$ cat src/rtl/aig_mix_pkg.sv
// aig_mix_pkg: shared widths and pipeline stage record for the mix datapath scheduler.
package aig_mix_pkg;
  localparam int AIG_IN_W  = 80;
  localparam int AIG_OUT_W = 40;
  localparam int AIG_TAG_W = 4;
  localparam int AIG_SRC_W = 3;
  typedef struct packed {
    logic                 vld;
    logic [AIG_IN_W-1:0]  data;
    logic [AIG_SRC_W-1:0] src;
    logic [AIG_TAG_W-1:0] tag;
  } aig_stage_t;
endpackage

$ cat src/rtl/aig_rr_pick.sv
// aig_rr_pick: combinational round-robin pick, first valid requester at or after ptr wins.
module aig_rr_pick #(
  parameter int NREQ = 4,
  localparam int SW = $clog2(NREQ)
) (
  input  logic [NREQ-1:0] req,
  input  logic [SW-1:0]   ptr,
  output logic [NREQ-1:0] gnt,
  output logic [SW-1:0]   idx,
  output logic            any
);
  // Scan farthest offset first so the nearest valid requester overwrites last.
  always_comb begin
    gnt = '0;
    idx = '0;
    any = 1'b0;
    for (int k = NREQ - 1; k >= 0; k--)
      if (req[(int'(ptr) + k) % NREQ]) begin
        idx = SW'((int'(ptr) + k) % NREQ);
        any = 1'b1;
      end
    gnt[idx] = any;
  end
endmodule

$ cat src/rtl/aig_mix_sched.sv
// aig_mix_sched: round-robin scheduler sharing one combinational mix datapath among NREQ requesters
// through a two-stage operand/result pipeline.
module aig_mix_sched import aig_mix_pkg::*; #(
  parameter int NREQ  = 4,
  parameter int IN_W  = AIG_IN_W,
  parameter int OUT_W = AIG_OUT_W,
  parameter int TAG_W = AIG_TAG_W,
  localparam int SW = $clog2(NREQ)
) (
  input  logic                  clk,
  input  logic                  rst_n,
  input  logic                  en,
  input  logic [NREQ-1:0]       req_valid,
  output logic [NREQ-1:0]       req_ready,
  input  logic [NREQ*IN_W-1:0]  req_data,
  input  logic [NREQ*TAG_W-1:0] req_tag,
  output logic [IN_W-1:0]       core_in,
  input  logic [OUT_W-1:0]      core_out,
  output logic                  rsp_valid,
  input  logic                  rsp_ready,
  output logic [OUT_W-1:0]      rsp_data,
  output logic [SW-1:0]         rsp_src,
  output logic [TAG_W-1:0]      rsp_tag,
  output logic                  busy,
  output logic [15:0]           done_cnt
);
  aig_stage_t a_q, a_d;
  logic [SW-1:0] ptr_q, ptr_d, idx, b_src_q, b_src_d;
  logic [OUT_W-1:0] b_data_q, b_data_d;
  logic [TAG_W-1:0] b_tag_q, b_tag_d;
  logic [15:0] done_cnt_q, done_cnt_d;
  logic [NREQ-1:0] gnt;
  logic b_vld_q, b_vld_d, any, adv_a, adv_b, grant;

  aig_rr_pick #(.NREQ(NREQ)) u_pick (
    .req (req_valid),
    .ptr (ptr_q),
    .gnt (gnt),
    .idx (idx),
    .any (any)
  );

  // A frees up whenever it is empty or hands its operand to B this cycle.
  always_comb begin
    adv_b      = a_q.vld & (~b_vld_q | rsp_ready);
    adv_a      = ~a_q.vld | adv_b;
    grant      = en & adv_a & any;
    req_ready  = grant ? gnt : '0;
    ptr_d      = grant ? ((idx == SW'(NREQ - 1)) ? '0 : idx + 1'b1) : ptr_q;
    a_d        = a_q;
    a_d.vld    = adv_a ? grant : a_q.vld;
    if (grant) begin
      a_d.data = AIG_IN_W'(req_data[idx*IN_W +: IN_W]);
      a_d.src  = AIG_SRC_W'(idx);
      a_d.tag  = AIG_TAG_W'(req_tag[idx*TAG_W +: TAG_W]);
    end
    b_vld_d    = adv_b | (b_vld_q & ~rsp_ready);
    b_data_d   = adv_b ? core_out : b_data_q;
    b_src_d    = adv_b ? a_q.src[SW-1:0] : b_src_q;
    b_tag_d    = adv_b ? a_q.tag[TAG_W-1:0] : b_tag_q;
    done_cnt_d = (b_vld_q & rsp_ready & ~&done_cnt_q) ? done_cnt_q + 16'd1 : done_cnt_q;
  end

  always_ff @(posedge clk or negedge rst_n)
    if (!rst_n) begin
      a_q        <= '0;
      ptr_q      <= '0;
      b_vld_q    <= 1'b0;
      b_data_q   <= '0;
      b_src_q    <= '0;
      b_tag_q    <= '0;
      done_cnt_q <= '0;
    end else begin
      a_q        <= a_d;
      ptr_q      <= ptr_d;
      b_vld_q    <= b_vld_d;
      b_data_q   <= b_data_d;
      b_src_q    <= b_src_d;
      b_tag_q    <= b_tag_d;
      done_cnt_q <= done_cnt_d;
    end

  assign core_in   = a_q.data[IN_W-1:0];
  assign rsp_valid = b_vld_q;
  assign rsp_data  = b_data_q;
  assign rsp_src   = b_src_q;
  assign rsp_tag   = b_tag_q;
  assign busy      = a_q.vld | b_vld_q;
  assign done_cnt  = done_cnt_q;
endmodule

$ cat config.mk
export PLATFORM = sky130hd
export DESIGN_NAME = aig_mix_sched
export DESIGN_NICKNAME = d
export VERILOG_FILES = /design/src/rtl/aig_mix_pkg.sv /design/src/rtl/aig_rr_pick.sv /design/src/rtl/aig_mix_sched.sv
export SDC_FILE = /design/constraint.sdc
export NUM_CORES = 1
export LEC_CHECK = 0
export CAP_MARGIN = 15
export CORE_AREA = 2 2 208 210
export CTS_BUF_LIST = sky130_fd_sc_hd__clkbuf_16
export DETAILED_ROUTE_END_ITERATION = 7
export DIE_AREA = 0 0 210 212
export PLACE_DENSITY = 0.48
export SLEW_MARGIN = 20
export SYNTH_ARGS = -nofsm -noshare
export SYNTH_HDL_FRONTEND = slang
export SYNTH_SLANG_ARGS = --single-unit
$ cat constraint.sdc
create_clock -name clk -period 2.3 [get_ports clk]
set_input_delay 0.23 -clock clk [delete_from_list [all_inputs] [get_ports clk]]
set_output_delay 0.23 -clock clk [all_outputs]
set_load 0.005 [all_outputs]
==> summary.md, run 1 <==
| Metric | Value |
|---|---|
| Crit. End Element | `output port` |
| Status | `finished, final reports clean` |
| Effective utilization at floorplan | `0.207` |
| Leading area contributor after synthesis | `dfrtp_1` |
| HP Class | `primary input to async pin` |
| Pre-CTS WS | `-0.334 ns` |
| Flops & latches, synth | `152` |
| Syn Inst Count | `754` |
| Placed cell count | `1758` |
| Clk pwr share | `0.219` |
| Library cells used by synthesis | `35` |
| Top FF cell, synth | `dfrtp_1` |
| Post-synth EDFFs | `0` |
| Post-Syn Nets | `1140` |
| Layout Utilization | `0.358` |
| F_max | `462 MHz` |
| I/O pin count | `532` |
| Required @ worst endpoint | `2.07 ns` |
| Layout Skew | `0.0108 ns` |
| Fin. Hold Viols | `0` |
| RSZ-0062 raised after global routing | `false` |
| WHS | `0.319 ns` |
| WP data arrival | `1.94 ns` |
| Crit-path max FO | `4` |
| Max-Cap Viols | `0` |
| Leading cell types in the layout, fill and taps excluded | `clkdlybuf4s50_1 (526), mux2i_1 (170), dfrtp_1 (152)` |
| Total grt overflow | `0` |
| First-pass iteration count of the detailed router | `5` |
| Layout cells sized above 1 | `0.157` |
| Async set-reset flop share out of synthesis | `1.00` |
| Die Y-Extent | `212 microns` |
| Row count | `76` |
| Tmin final | `2.17 ns` |
| Main area contributors after synthesis | `dfrtp_1 (43%), mux2i_1 (19%), buf_4 (8.0%)` |
| Nets@finish | `1620` |
| Initial antenna violation count | `0` |
| Core box area | `0.0425 sq mm` |
| Power Density | `855 mW/mm^2` |
| R2R depth | `8` |
| Wire length per cell | `20.0 microns` |
| Internal reg-to-reg setup slack | `0.16 ns` |
| Number of DRC markers in iteration 0 | `270` |
| Gpl congestion | `0.794` |
| Clk Latency, worst-skew pair | `0.44 ns` |
| Max VDD drop | `0.478 mV` |
| Worst Slack Setup Final | `0.134 ns` |
| H-Tree Depth | `4` |
| CTS tree | `built` |
| Headroom to the max-slew limit | `0.640` |
| Avg Cell Area, Syn | `11.6 sq um` |
| LEAKAGE | `6.34 nW` |
| Worst-margin pin slew | `0.541 ns` |
| Clock sinks | `152` |
| Psw | `4.28 mW` |
| Post-route cell area | `0.0152 sq mm` |
| Drt via density | `4.25` |
| Post-synth top area share | `0.433` |
| Detailed Route WL | `35900 microns` |
| Commonest non-fill, non-tap cell in the layout | `clkdlybuf4s50_1` |
| Seq pwr share | `0.311` |
| # DRC | `0` |
| CTS Buf Count | `17` |
| Final worst-path cycle share | `0.942` |
| Terminus of the critical flop-to-flop path | `core_in[4]` |
| Area after DPL | `0.0146 sq mm` |
| Global Route Usage Sum | `0.157` |
| Logic pwr share | `0.470` |
| I/O Buffers | `531` |
| Switching Fraction | `0.329` |
| Number of global-route vias before repair | `8223` |
| Max-slew violation count | `0` |
| Post-DP HPWL | `27900 microns` |
| Largest net degree at the start of global routing | `51` |
| Clock Path Buffers | `2` |
| First-pass GRT wire length | `52100 microns` |
| Synth-to-layout area growth | `73.5%` |
| Power Internal | `8.74 mW` |
| Die area | `0.0445 sq mm` |
| Root buffer cell | `clkbuf_16` |
| Final setup vio count | `0` |
| Seq/Total Area, Yosys | `0.433` |
| Setup_tns | `0 ns` |
| Critical Path Source Type | `flop` |
| Kind of critical path | `flop to output port` |
| Via count | `7626` |
| Post-synthesis cell area | `0.00878 sq mm` |
| Fillers | `4257` |
| R2R Path Start | `ptr_q[1]` |
| DRT antenna net count | `0` |
| Non-Filler Instances | `1793` |
| Worst-path clk slew | `0.07 ns` |
| Overall power | `13.0 mW` |
| Die W | `210 microns` |
| Synth warn | `0` |
timing repair:
action                                  CTS  global route
pin swaps                                 1             1
endpoints found under the setup margin    4             5
cloned                                    0             0
setup buffers                             0             2
hold buffers                              1             0
gates resized for setup                   8             5
hold endpoints to repair                 47             0
state kept, by name (all words and copies together), names as in the netlist:
name / count
rsp_src: 2
done_cnt: 16
core_in: 80
ptr_q: 2
rsp_valid: 1
a_q: 7
rsp_tag: 4
rsp_data: 40
layer usage:
| layer | share of wire | global-route usage | wire [microns] |
|---|---|---|---|
| met5 | 0 | 0 | 0 |
| met4 | 0.012 | 0.0377 | 448 |
| met2 | 0.51 | 0.276 | 18200 |
| met3 | 0.071 | 0.0483 | 2560 |
| met1 | 0.41 | 0.188 | 14700 |
synth_stat cells (2+ instances only):
cell type and instances:
mux2i_1 170, buf_1 2, o221ai_2 40, buf_2 21, nand2b_1 5, o221ai_1 44
mux2_2 46, clkbuf_1 9, dfrtp_1 152, a21oi_1 5, xnor2_1 9, and4_1 3
buf_4 94, and2_1 2, buf_6 7, xor2_1 4, and3_1 5, nand2_1 101
nand3_1 4, inv_1 3, nor2_1 10, ha_1 2, nand4_1 4
critical path: stages, from the launching register on:
cell and delay [ns]:
dfrtp_1 0.43, mux2i_1 0.22, nor2_1 0.07, nor3_2 0.16
buf_4 0.16, nand2_4 0.05, nor2_1 0.12, dlygate4sd2_1 0.28
worst max-delay path by stage:
stage                         to         start  slack, ns
global placement      core_in[4]  req_valid[0]      -0.32
floorplan            done_cnt[8]   done_cnt[0]       0.59
CTS                 req_ready[0]      ptr_q[1]      -0.12
detailed placement    core_in[4]  req_valid[0]      -0.33
global route        req_ready[1]      ptr_q[1]      0.003
finish              req_ready[1]      ptr_q[1]       0.13
power by group through the flow:
stage	registers [mW]	logic (mW)	clock network, mW
6_report	4.05	6.12	2.85
5_1_grt	4.19	6.58	3.09
3_3_place_gp	4.10	6.19	0
2_1_floorplan	3.97	3.42	0
3_5_place_dp	4.11	6.22	0
4_1_cts	4.07	6.24	2.97
cell families after synthesis:
logic type	synth area share
buffers and inverters	0.107
xor gates and xnor gates	0.0130
DFF	0.433
muxes	0.254
and+or+nand+nor	0.0684
adders and majority gates	0.00285
AOI/OAI and AO/OA	0.121
layout make-up:
cell class	instances	area (sq um)	share of cell area
repair buffers	594	6070	0.398
multi-input cells	466	4100	0.269
flip-flops and latches	152	3800	0.250
well taps	546	683	0.0448
clock buffers	17	425	0.0279
clock inverters	14	139	0.00912
inverters	3	11.3	0.000739
diodes	1	2.50	0.000164
(Power assumes the default switching activity.)
==> run 2: changes to the inputs <==
- CORE_AREA: 2 2 208 210 -> 2 2 205 207
- CTS_BUF_LIST: sky130_fd_sc_hd__clkbuf_16 -> sky130_fd_sc_hd__clkbuf_4 sky130_fd_sc_hd__clkbuf_8
- DIE_AREA: 0 0 210 212 -> 0 0 207 209
- PLACE_DENSITY: 0.48 -> 0.49
==> run 2 against run 1 <==
Net effect: clock-buffer cell count did not move; global-route usage is 0.60 points higher; critical endpoint is now req_ready[0]; largest cell class unchanged; maximum frequency down 2.5%; highest routed layer is now met5; largest power group unchanged; setup slack worse by 0.055 ns.
==> summary.md, run 2 (same netlist as run 1, synthesis figures left out) <==
| Metric | Value |
|---|---|
| Die area | `0.0433 sq mm (-2.8%)` |
| Clock Path Buffers | `2 (unchanged)` |
| I/O pin count | `532 (unchanged)` |
| Internal reg-to-reg setup slack | `0.16 ns (about the same)` |
| Leading cell types in the layout, fill and taps excluded | `clkdlybuf4s50_1 (526), mux2i_1 (170), dfrtp_1 (151)` |
| RSZ-0062 raised after global routing | `true` |
| Crit path from | `ptr_q[1]` |
| Root buffer cell | `clkbuf_8` |
| First-pass iteration count of the detailed router | `4 (-1)` |
| Met3 WL | `2550 microns (-0.51%)` |
| Die Y-Extent | `209 microns (-1.4%)` |
| CP max stage delay | `0.44 ns (about the same)` |
| Global Route Usage Sum | `0.163 (+0.00602)` |
| Worst setup endpoint | `req_ready[0]` |
| Crit. End Element | `output port` |
| Critical Path Source Type | `flop` |
| Slowest CP cell | `dfrtp_2` |
| Kind of critical path | `flop to output port` |
| Fillers | `4154 (-2.4%)` |
| CTS Buf Count | `17 (unchanged)` |
| Top Metal Used | `met5` |
| Tmin final | `2.22 ns (+0.0551 ns)` |
| Nets@finish | `1627 (+0.43%)` |
| Clk Latency, worst-skew pair | `0.52 ns (+0.08 ns)` |
| R2R depth | `9 (+1)` |
| Max FFs per register | `80 (unchanged)` |
| # DRC | `0 (unchanged)` |
| Layout Skew | `0.0197 ns (+0.00882 ns)` |
| F_max | `450 MHz (-2.5%)` |
| R2R Path Start | `ptr_q[1]` |
| Crit-path max FO | `4 (unchanged)` |
| Worst-path clk slew | `0.11 ns (+0.04 ns)` |
| Max-Cap Viols | `0 (unchanged)` |
| Terminus of the critical flop-to-flop path | `core_in[57]` |
| Clk pwr share | `0.172 (-0.047)` |
| Layout cells sized above 1 | `0.164 (+0.00697)` |
| Switching Fraction | `0.349 (+0.0203)` |
| Seq pwr share | `0.329 (+0.018)` |
| CTS tree | `built` |
| Power Density | `820 mW/mm^2 (-4.1%)` |
| M1 wire length | `14500 microns (-1.3%)` |
| Initial antenna violation count | `4 (+4)` |
| Detailed Route WL | `35900 microns (about the same)` |
| WP data arrival | `1.99 ns (+0.05 ns)` |
| LEAKAGE | `6.27 nW (-1.1%)` |
| Largest net degree at the start of global routing | `60 (+18%)` |
| Number of global-route vias before repair | `8292 (+0.84%)` |
| Max-slew violation count | `0 (unchanged)` |
| Post-DP HPWL | `28100 microns (+0.79%)` |
| Power Internal | `8.06 mW (-7.9%)` |
| Required @ worst endpoint | `2.07 ns (about the same)` |
| Commonest non-fill, non-tap cell in the layout | `clkdlybuf4s50_1` |
| Effective utilization at floorplan | `0.213 (+0.00609)` |
| I/O Buffers | `531 (unchanged)` |
| Clock sinks | `152 (unchanged)` |
| Number of DRC markers in iteration 0 | `256 (-5.2%)` |
| Final worst-path cycle share | `0.966 (+0.0239)` |
| Psw | `4.32 mW (+0.85%)` |
| Headroom to the max-slew limit | `0.567 (-0.0721)` |
| Overall power | `12.4 mW (-5.0%)` |
| HP Class | `primary input to async pin` |
| DRT antenna net count | `0 (unchanged)` |
| Via count | `7812 (+2.4%)` |
| Die W | `207 microns (-1.4%)` |
| Worst-margin pin slew | `0.649 ns (+0.108 ns)` |
| Gpl congestion | `0.798 (+0.49%)` |
| CP Cell Sequence | `mux2i_1, nor2_1, nor3_4, nand2b_4, buf_6, nor2_4, buf_2` |
| Final setup vio count | `0 (unchanged)` |
| Layout Utilization | `0.366 (+0.00728)` |
| Fin. Hold Viols | `0 (unchanged)` |
| Status | `finished, final reports clean` |
| Logic pwr share | `0.498 (+0.028)` |
| Drt via density | `4.35 (+2.3%)` |
| Wire length per cell | `20.0 microns (about the same)` |
| Core box area | `0.0413 sq mm (-2.9%)` |
| Synth-to-layout area growth | `71.9%` |
| Total grt overflow | `0 (unchanged)` |
| Row count | `75 (-1.3%)` |
| Max VDD drop | `0.465 mV (-2.8%)` |
| First-pass GRT wire length | `53400 microns (+2.6%)` |
| H-Tree Depth | `4 (unchanged)` |
| DR WL met2 | `17900 microns (-1.6%)` |
[run 2: cell types whose count changed in the layout (fill, tap and decap cells not counted), moves of 3 or more]
cell       delta
clkbuf_8     +17
buf_2         +3
clkbuf_16    -17
buf_4         +6
buf_6         +3
clkinv_8      +3
[run 2: cell type report]
type / count / area, sq um / area share
clock buffers: 17 / 234 / 0.0155
inverters: 3 / 11.3 / 0.000746
diodes: 2 / 5.00 / 0.000331
flip-flops and latches: 152 / 3800 / 0.252
clock inverters: 15 / 156 / 0.0104
well taps: 539 / 674 / 0.0447
repair buffers: 601 / 6090 / 0.403
multi-input cells: 466 / 4120 / 0.273
[run 2: stage by stage]
step	TNS, ns	instance area (sq um)	instances	setup slack [ns]	hold WS [ns]
after floorplan	0	8780	754	0.586	-0.0656
after global placement	-1.17	14600	1755	-0.138	0.291
after detailed placement	-2.78	14600	1755	-0.132	0.292
after CTS	-0.00487	15100	1793	-0.00487	0.238
final	0	15100	1795	0.0785	0.274
after global routing	-0.260	15100	1795	-0.0813	0.273
[run 2: repair_timing]
item	in CTS	in global routing
pin swaps	4	4
hold buffers	1	0
endpoints found under the hold margin	53	0
cloned	0	0
buffers inserted	5	1
gates resized for setup	23	5
setup endpoints to repair	4	4
[run 2: power groups by stage]
| stage | combinational, mW | sequential (mW) | clock, mW |
|---|---|---|---|
| global route | 6.60 | 4.20 | 2.34 |
| floorplan | 3.42 | 3.97 | 0 |
| global placement | 6.17 | 4.11 | 0 |
| CTS | 6.26 | 4.09 | 2.24 |
| detailed placement | 6.19 | 4.13 | 0 |
| finish | 6.17 | 4.08 | 2.13 |
[run 2: worst min path at each step]
stage                     slack (ns)  cells past startpoint           end    startpoint
after floorplan                -0.07                      0        a_q[0]         rst_n
after global routing            0.27                      2  rsp_data[23]  core_out[23]
after global placement          0.29                      1   rsp_data[0]         rst_n
after detailed placement        0.29                      1   rsp_data[0]         rst_n
final                           0.27                      2   rsp_data[0]         rst_n
after CTS                       0.24                      2  rsp_data[20]         rst_n
[run 2: per-layer routing]
metal	vias up	global-route usage
met1	3788	0.192
li1	3658	-
met4	4	0.0574
met3	46	0.0543
met2	316	0.279
met5	-	0
[run 2: critical path: cells and delay by family (launching register included)]
kind / cells / cell delay, ns
AND/OR/NAND/NOR: 4 / 0.59
flip-flops: 1 / 0.44
multiplexers: 1 / 0.23
buffers and inverters: 2 / 0.23
==> run 3: changes to the inputs <==
- CORE_AREA: 2 2 205 207 -> 2 2 209 211
- DIE_AREA: 0 0 207 209 -> 0 0 211 213
- DONT_BUFFER_PORTS: not set -> 1
- PLACE_DENSITY: 0.49 -> 0.32
==> run 3 against run 2 <==
Net effect: the run now fails in 4_1_cts; synthesized cell count stayed put; area after synthesis unchanged.
==> summary.md, run 3 <==
| Metric | Value |
|---|---|
| Status | `aborted with a tool error` |
| Stopping stage | `4_1_cts` |
| Stop err | `[ERROR RSZ-0060] Max buffer count reached.` |
| Clock Path Buffers | `2 (unchanged)` |
| Pre-CTS WS | `0.132 ns (+0.263 ns)` |
| H-Tree Depth | `4 (unchanged)` |
| Compound-Gate Fraction of Synth Area | `0.121 (unchanged)` |
| Library cells used by synthesis | `35 (unchanged)` |
| Post-DP HPWL | `20300 microns (-28%)` |
| Main area contributors after synthesis | `dfrtp_1 (43%), mux2i_1 (19%), buf_4 (8.0%)` |
| Synth warn | `0 (unchanged)` |
| Commonest cells post-synth | `mux2i_1 (170), dfrtp_1 (152), nand2_1 (101)` |
| Xor and xnor area share after synthesis | `0.0130 (unchanged)` |
| Mux contribution to synthesized area | `0.254 (unchanged)` |
| Top FF cell, synth | `dfrtp_1` |
| Placed cell count | `1184 (-33%)` |
| I/O pin count | `532 (unchanged)` |
| Gpl congestion | `0.774 (-3.0%)` |
| Clock sinks | `152 (unchanged)` |
| Avg Cell Area, Syn | `11.6 sq um (unchanged)` |
| I/O Buffers | `0 (-100%)` |
| Async set-reset flop share out of synthesis | `1.00 (unchanged)` |
| CTS Buf Count | `17 (unchanged)` |
| Leading area contributor after synthesis | `dfrtp_1` |
| Largest family of logic cells by synthesized area | `multiplexers` |
| Simple-Gate Fraction of Synth Area | `0.0684 (unchanged)` |
| Effective utilization at floorplan | `0.206 (-0.00701)` |
| Die W | `211 microns (+1.9%)` |
| Root buffer cell | `clkbuf_8` |
| Post-synth EDFFs | `0 (unchanged)` |
| Flops & latches, synth | `152 (unchanged)` |
| Post-synth top area share | `0.433 (unchanged)` |
| Post-CTS Setup Inserts | `5 (unchanged)` |
| Row count | `76 (+1.3%)` |
| Post-synthesis cell area | `0.00878 sq mm (unchanged)` |
| Hold_buf cts | `246 (+245)` |
| Post-Synth Adder-Cell Area | `0.00285 (unchanged)` |
| Post_cts resized | `10 (-57%)` |
| Most frequent cell after synthesis | `mux2i_1` |
| Post-Syn Nets | `1140 (unchanged)` |
| Die Y-Extent | `213 microns (+1.9%)` |
| Syn Inst Count | `754 (unchanged)` |
| Seq/Total Area, Yosys | `0.433 (unchanged)` |
## run 3: cell counts after synthesis
No cell type changed its count.
## run 3: per-stage QoR
step	cell area [sq um]	hold WS [ns]	util
after detailed placement	8800	-0.0617	0.206
after global placement	8800	-0.0595	0.206
after floorplan	8780	-0.0656	-
## run 3: logic make-up after synthesis
kind of cell    count (synthesis)
compound gates                 95
mux                           217
simple gates                  139
buf+inv                       136
xor+xnor                       13
flops                         152
fa+ha+maj                       2
==> run 4: changes to the inputs <==
- CORE_AREA: 2 2 209 211 -> 2 2 208 210
- CTS_BUF_LIST: sky130_fd_sc_hd__clkbuf_4 sky130_fd_sc_hd__clkbuf_8 -> not set
- DIE_AREA: 0 0 211 213 -> 0 0 210 212
- PLACE_DENSITY: 0.32 -> not set
- PLACE_DENSITY_LB_ADDON: not set -> 0.15
==> run 4 against run 3 <==
Net effect: the run again fails in 4_1_cts; area after synthesis stayed put; synthesized cell count stayed put.
==> summary.md, run 4 <==
| Metric | Value |
|---|---|
| Post-synth top area share | `0.433 (unchanged)` |
| Post-CTS Setup Inserts | `3 (-2)` |
| Xor and xnor area share after synthesis | `0.0130 (unchanged)` |
| Leading area contributor after synthesis | `dfrtp_1` |
| Commonest cells post-synth | `mux2i_1 (170), dfrtp_1 (152), nand2_1 (101)` |
| Async set-reset flop share out of synthesis | `1.00 (unchanged)` |
| Die W | `210 microns (-0.47%)` |
| Clock sinks | `152 (unchanged)` |
| Hold_buf cts | `246 (unchanged)` |
| Simple-Gate Fraction of Synth Area | `0.0684 (unchanged)` |
| Effective utilization at floorplan | `0.207 (+0.000920)` |
| Post-Syn Nets | `1140 (unchanged)` |
| H-Tree Depth | `4 (unchanged)` |
| Seq/Total Area, Yosys | `0.433 (unchanged)` |
| Main area contributors after synthesis | `dfrtp_1 (43%), mux2i_1 (19%), buf_4 (8.0%)` |
| I/O Buffers | `0 (unchanged)` |
| I/O pin count | `532 (unchanged)` |
| Mux contribution to synthesized area | `0.254 (unchanged)` |
| Status | `aborted with a tool error` |
| Post_cts resized | `1 (-9)` |
| Post-synthesis cell area | `0.00878 sq mm (unchanged)` |
| CTS Buf Count | `17 (unchanged)` |
| Syn Inst Count | `754 (unchanged)` |
| Stopping stage | `4_1_cts` |
| Gpl congestion | `0.728 (-5.9%)` |
| Post-DP HPWL | `20400 microns (+0.65%)` |
| Row count | `76 (unchanged)` |
| Post-Synth Adder-Cell Area | `0.00285 (unchanged)` |
| Compound-Gate Fraction of Synth Area | `0.121 (unchanged)` |
| Root buffer cell | `clkbuf_16` |
| Largest family of logic cells by synthesized area | `multiplexers` |
| Library cells used by synthesis | `35 (unchanged)` |
| Synth warn | `0 (unchanged)` |
| Clock Path Buffers | `2 (unchanged)` |
| Avg Cell Area, Syn | `11.6 sq um (unchanged)` |
| Flops & latches, synth | `152 (unchanged)` |
| Post-synth EDFFs | `0 (unchanged)` |
| Top FF cell, synth | `dfrtp_1` |
| Die Y-Extent | `212 microns (-0.47%)` |
| Most frequent cell after synthesis | `mux2i_1` |
| Stop err | `[ERROR RSZ-0060] Max buffer count reached.` |
-- run 4: cell counts after synthesis --
No cell type changed its count.
-- run 4: cells by family after synthesis --
group / Yosys count
xor+xnor: 13
buf+inv: 136
compound gates: 95
fa+ha+maj: 2
flops: 152
simple gates: 139
mux: 217
-- run 4: metrics by stage --
step | setup slack (ns) | hold WS [ns] | area, sq um | std cells | util
2_1_floorplan | 0.586 | -0.0656 | 8780 | 754 | -
3_3_place_gp | 0.123 | -0.0609 | 8880 | 1192 | 0.209
3_5_place_dp | 0.0980 | -0.0616 | 8880 | 1192 | 0.209
